### config.mk
export PLATFORM = sky130hd
export DESIGN_NAME = uart_tx_fifo
export DESIGN_NICKNAME = d
export VERILOG_FILES = /design/src/rtl/uart_tx_fifo.sv
export SDC_FILE = /design/constraint.sdc
export NUM_CORES = 1
export LEC_CHECK = 0
export ABC_AREA = 1
export CAP_MARGIN = 0
export CORE_ASPECT_RATIO = 0.7
export CORE_MARGIN = 10
export CORE_UTILIZATION = 50
export DETAILED_ROUTE_END_ITERATION = 8
export PLACE_DENSITY = 0.75
export SYNTH_ARGS = -nofsm -noshare
export SYNTH_HDL_FRONTEND = slang
export SYNTH_SLANG_ARGS = --single-unit
### constraint.sdc
create_clock -name clk -period 3 [get_ports clk]
set_clock_uncertainty 0.05 [all_clocks]
set_input_delay 0.3 -clock clk [delete_from_list [all_inputs] [get_ports clk]]
set_output_delay 0.3 -clock clk [all_outputs]
set_load 0.1 [all_outputs]
### src/rtl/uart_tx_fifo.sv
// Buffered UART transmitter: valid/ready FIFO feeding a framed serialiser.
// Define UART_TX_PARITY_EN to compile in the parity bit and parity_mode decode.
module uart_tx_fifo #(
    parameter int DATA_BITS  = 8,
    parameter int FIFO_DEPTH = 4,
    parameter int DIV_W      = 16
) (
    input  logic                          clk,
    input  logic                          rst,
    input  logic [DIV_W-1:0]              baud_div,
    input  logic [1:0]                    parity_mode,
    input  logic                          two_stop,
    input  logic [DATA_BITS-1:0]          in_data,
    input  logic                          in_valid,
    output logic                          in_ready,
    output logic                          tx,
    output logic                          busy,
    output logic [$clog2(FIFO_DEPTH):0]   fifo_level
);

    localparam int AW  = $clog2(FIFO_DEPTH);
    localparam int LW  = AW + 1;
    localparam int BCW = $clog2(DATA_BITS);

    typedef enum logic [2:0] {
        S_IDLE,
        S_START,
        S_DATA,
`ifdef UART_TX_PARITY_EN
        S_PARITY,
`endif
        S_STOP1,
        S_STOP2
    } state_t;

    logic [DATA_BITS-1:0] mem [FIFO_DEPTH];
    logic [AW-1:0]        wr_ptr, rd_ptr;
    logic [LW-1:0]        level;
    logic [DATA_BITS-1:0] head;

    state_t               state, state_n;
    logic [DIV_W-1:0]     cyc_cnt;
    logic [DIV_W-1:0]     div_q;
    logic [BCW-1:0]       bit_cnt;
    logic [DATA_BITS-1:0] shreg;
    logic                 two_stop_q;
    logic                 tx_q, tx_n;
    logic                 push, pop, bit_done, last_bit;

`ifdef UART_TX_PARITY_EN
    logic                 par_en_q, par_bit_q;
`else
    logic                 unused_parity;
    assign unused_parity = ^parity_mode;
`endif

    assign in_ready   = (level != LW'(FIFO_DEPTH));
    assign push       = in_valid && in_ready;
    assign pop        = (state == S_IDLE) && (level != '0);
    assign head       = mem[rd_ptr];
    assign bit_done   = (cyc_cnt == div_q - DIV_W'(1));
    assign last_bit   = (bit_cnt == BCW'(DATA_BITS - 1));
    assign fifo_level = level;
    assign busy       = (state != S_IDLE) || (level != '0);
    assign tx         = tx_q;

    always_ff @(posedge clk) begin
        if (push) mem[wr_ptr] <= in_data;
    end

    always_ff @(posedge clk or posedge rst) begin
        if (rst) begin
            wr_ptr <= '0;
            rd_ptr <= '0;
            level  <= '0;
        end else begin
            if (push) wr_ptr <= wr_ptr + AW'(1);
            if (pop)  rd_ptr <= rd_ptr + AW'(1);
            unique case ({push, pop})
                2'b10:   level <= level + LW'(1);
                2'b01:   level <= level - LW'(1);
                default: level <= level;
            endcase
        end
    end

    always_comb begin
        state_n = state;
        tx_n    = 1'b1;
        unique case (state)
            S_IDLE: begin
                if (pop) state_n = S_START;
            end
            S_START: begin
                tx_n = 1'b0;
                if (bit_done) state_n = S_DATA;
            end
            S_DATA: begin
                tx_n = shreg[0];
                if (bit_done && last_bit) begin
`ifdef UART_TX_PARITY_EN
                    state_n = par_en_q ? S_PARITY : S_STOP1;
`else
                    state_n = S_STOP1;
`endif
                end
            end
`ifdef UART_TX_PARITY_EN
            S_PARITY: begin
                tx_n = par_bit_q;
                if (bit_done) state_n = S_STOP1;
            end
`endif
            S_STOP1: begin
                if (bit_done) state_n = two_stop_q ? S_STOP2 : S_IDLE;
            end
            S_STOP2: begin
                if (bit_done) state_n = S_IDLE;
            end
            default: state_n = S_IDLE;
        endcase
    end

    // tx is registered from the current state, so the line lags state by a cycle
    always_ff @(posedge clk or posedge rst) begin
        if (rst) begin
            state      <= S_IDLE;
            tx_q       <= 1'b1;
            cyc_cnt    <= '0;
            bit_cnt    <= '0;
            shreg      <= '0;
            div_q      <= DIV_W'(2);
            two_stop_q <= 1'b0;
`ifdef UART_TX_PARITY_EN
            par_en_q   <= 1'b0;
            par_bit_q  <= 1'b0;
`endif
        end else begin
            state <= state_n;
            tx_q  <= tx_n;
            if (pop) begin
                shreg      <= head;
                div_q      <= (baud_div < DIV_W'(2)) ? DIV_W'(2) : baud_div;
                two_stop_q <= two_stop;
                cyc_cnt    <= '0;
                bit_cnt    <= '0;
`ifdef UART_TX_PARITY_EN
                par_en_q   <= (parity_mode == 2'b01) || (parity_mode == 2'b10);
                par_bit_q  <= (^head) ^ parity_mode[1];
`endif
            end else if (state != S_IDLE) begin
                if (bit_done) begin
                    cyc_cnt <= '0;
                    if (state == S_DATA) begin
                        shreg   <= shreg >> 1;
                        bit_cnt <= bit_cnt + BCW'(1);
                    end
                end else begin
                    cyc_cnt <= cyc_cnt + DIV_W'(1);
                end
            end
        end
    end

endmodule

==> reports/results.md <==
| Step | Item | This run |
|:---|:---|:---|
| synth | Biggest area contributors in the synthesized netlist | dfrtp_1 28%, edfxtp_1 21%, nand2_1 13% |
| cts | Clock latency reported for the late side of the worst-skew pair | 0.34 ns |
| status | Status | finished, final reports clean |
| timing | Share of the clock period used by the worst path after layout | 0.8489 |
| routing | Wire per inst | 14.32 um |
| timing | Count of pins over their slew limit | 0 |
| critical path | Endpoint required time on the critical path | 3.16 ns |
| timing | Count of final setup violators | 0 |
| cts | Total clock sinks | 87 |
| synth | Yosys cell types | 30 |
| placed design | DPL Wire Length | 7.882 mm |
| power and ir drop | Static leakage | 2.433 nW |
| synth | Yosys top cell by area | dfrtp_1 |
| cts | Clock slew seen by the registers of the worst setup and hold paths | 0.06 ns |
| synth | Portion of synthesized cell area occupied by the leading cell type | 0.2839 |
| floorplan | Cell Rows | 29 |
| placed design | Port-buffer cells | 33 |
| timing | Worst slew margin relative to its limit | 0.4910 |
| timing | Timing-limited maximum frequency | 392.6 MHz |
| power and ir drop | Internal power of the cells | 0.003022 W |
| job | Number of max-capacitance violations reported | 0 |
| grt | Global-route congestion overflow total | 0 |
| finish | Proportion of layout cells with a drive suffix above 1 | 0.07305 |
| power and ir drop | Sequential share of power | 0.351 |
| synth | Nets in the synthesized netlist | 615 |
| synth | Number of enable flip-flop cells after synthesis | 32 |
| synth | Asr flop ratio synth | 0.6322 |
| critical path | Beginning of the worst register-to-register path | div_q[1] |
| finish | Leading cell type in the layout, fill and taps excluded | nand2_1 |
| critical path | Worst reg2reg setup slack | 0.45 ns |
| finish | Post-route standard cell area excluding fillers | 5431 um2 |
| critical path | Worst Setup Start Kind | flip-flop |
| grt | First-pass GRT wire length | 17.73 mm |
| floorplan | IO Count | 36 |
| power and ir drop | Net switching power | 0.002473 W |
| critical path | Critical path endpoint category | flip-flop |
| cts | Count of hold-fix buffers inserted at cts | 0 |
| placed design | Placed cell area | 5134 um2 |
| synth | YS warnings | 0 |
| grt | Total global routing track utilization | 0.1619 |
| critical path | Maximum fanout along the worst path | 14 |
| critical path | Family with the most delay on the worst path | simple AND/OR/NAND/NOR gates |
| placed design | Final estimated routing congestion in global placement | 0.8826 |
| floorplan | Core region area | 9071 um2 |
| finish | Combined flip-flop and latch cell area | 2341 um2 |
| routing | DR iter-0 viols | 362 |
| cts | Number of post-CTS setup repair buffers | 0 |
| timing | Final setup TNS | 0 ns |
| finish | Layout-stage area growth over the synthesis result | 16.26% |
| grt | Number of antenna violations at the first check in global routing | 0 |
| timing | Setup repair after global routing missed its margin | false |
| synth | Flip-flop and latch count after synthesis | 87 |
| synth | Dominant register cell in the synthesized netlist | dfrtp_1 |
| power and ir drop | Final Total Pwr | 0.005494 W |
| critical path | Critical-path top delay cell | dfstp_2 |
| finish | Post-layout net count | 651 |
| critical path | Arrival time at the worst endpoint | 2.71 ns |
| grt | Maximum number of pins on one net before global-route repair | 37 |
| grt | Vias in the first global route | 3,591 |
| routing | Pre-Repair DR Iteration Count | 5 |
| synth | Post-synthesis cell count | 575 |
| critical path | CP startpoint | div_q[1] |
| floorplan | Total die area | 13,670 um2 |
| critical path | Crit path buffers/inverters | 3 |
| finish | Commonest cells after routing, fill and taps aside | 166 x nand2_1, 73 x nor2_1, 58 x inv_1 |
| routing | Overall via count from detail_route | 3,822 |
| finish | Fill cell instance count of the final layout | 790 |
| critical path | Critical path cell sequence | inv_1 -> ha_1 -> inv_1 -> nand2_1 -> nand2_1 -> nor2_1 -> nand2_1 -> nor2_1 -> nand3_1 -> nor2_1 -> nand2_1 -> nor2_4 -> inv_2 -> o21ai_4 -> nor2_1 |
| cts | Htree depth | 3 |
| timing | Count of endpoints failing hold in the final timing report | 0 |
| cts | Cell chosen for the clock root | clkbuf_16 |
| min path | Worst min-delay path class | in -> async |
| routing | DRC | 0 |
| routing | Final routed wirelength across all metal layers | 10.60 mm |
| synth | Netlist Area Pre-Place | 4672 um2 |
| timing | Min cycle time layout | 2.547 ns |
| power and ir drop | Share of power burned in the clock network | 0.204 |
| finish | Area used by multi-input combinational logic | 2059 um2 |
| synth | Part of the Yosys area used for sequential elements | 0.5008 |
| cts | Post-CTS Resized | 0 |
| routing | Number of routed nets with antenna violations | 0 |
| critical path | Slowest stage delay, CP | 0.53 ns |
| power and ir drop | Max VDD drop | 0.001012 V |
| floorplan | DIE HEIGHT | 100.9 um |
| power and ir drop | Ratio of total power to cell area | 1012 nW/um2 |
| routing | Via density per instance | 5.165 |
| critical path | Start-to-end type of the worst setup path | reg -> reg |
| timing | Pin slew with the least headroom to its limit | 0.7608 ns |
| power and ir drop | Sw Share | 0.4500 |
| power and ir drop | Part of the power in combinational logic | 0.445 |
| cts | Longest Clk Path Bufs | 2 |
| cts | TritonCTS Buffers | 9 |
| finish | Antenna Cells | 0 |
| synth | Avg Cell Area, Syn | 8.125 um2 |
| floorplan | Starting density of the core | 0.5150 |
| floorplan | Die W | 135.5 um |
| cts | Clock tree from TritonCTS | yes |
## sequential cells by signal, indices dropped and copies added, names as in the netlist
signal / count
mem: 32
cyc_cnt: 16
div_q: 16
shreg: 8
bit_cnt: 3
fifo_level: 3
state: 3
rd_ptr: 2
wr_ptr: 2
two_stop_q: 1
tx: 1
## cells by family after synthesis
group | Yosys count | share of synthesized area
xor+xnor | 29 | 0.05436
compound gates | 52 | 0.06133
fa+ha+maj | 10 | 0.02839
flops | 87 | 0.5008
simple gates | 324 | 0.2935
buf+inv | 73 | 0.06159
## worst paths after layout
kind                       depth (start not counted)          end
setup / recovery                                  15  cyc_cnt[12]
hold / removal                                     2    wr_ptr[0]
setup reg to reg                                  15  cyc_cnt[12]
hold reg to reg                                    2           tx
max in group asynchronous                          3   cyc_cnt[5]
min in group clk                                   2           tx
## synthesized netlist by cell type (8+ instances only)
cell type    n
ha_1         9
dfrtp_1     53
edfxtp_1    32
o21ai_0     34
nor3_1      11
nor2_1      74
inv_1       59
nand3_1     46
xnor2_1     10
nand2_1    166
o22ai_1      8
xor2_1      19
## power by group through the flow
stage          logic, W  registers (W)  clock network (W)
2_1_floorplan   0.00176        0.00203                  0
3_3_place_gp    0.00236        0.00193                  0
3_5_place_dp    0.00244        0.00194                  0
4_1_cts         0.00245        0.00192            0.00114
5_1_grt         0.00278        0.00198            0.00118
6_report        0.00245        0.00193            0.00112
## cell type report
type                       count  area share
sequential                    87      0.4310
multi-input combinational    415      0.3792
timing repair buffer          38     0.06496
clock buffer                  10     0.04216
inverter                      60     0.04147
tap                          124     0.02856
clock inverter                 6     0.01267
## metrics by stage
step,hold WS (ns),setup WS [ns],cells,util
global route,0.3920,0.1521,740,0.5988
floorplan,0.3489,0.1463,575,-
detailed placement,0.4294,0.4890,724,0.5659
global placement,0.4215,0.5313,724,0.5659
CTS,0.3557,0.4791,740,0.5988
finish,0.3283,0.4532,740,0.5988
## layer usage
| layer | wire length [um] | global-route usage | vias up |
|---|---|---|---|
| li1 | - | - | 1918 |
| met1 | 5309 | 0.2358 | 1779 |
| met2 | 4436 | 0.2235 | 117 |
| met3 | 761 | 0.05627 | 8 |
| met4 | 89 | 0.03713 | 0 |
| met5 | 0 | 0 | - |
Power figures use the tool's default switching activity.
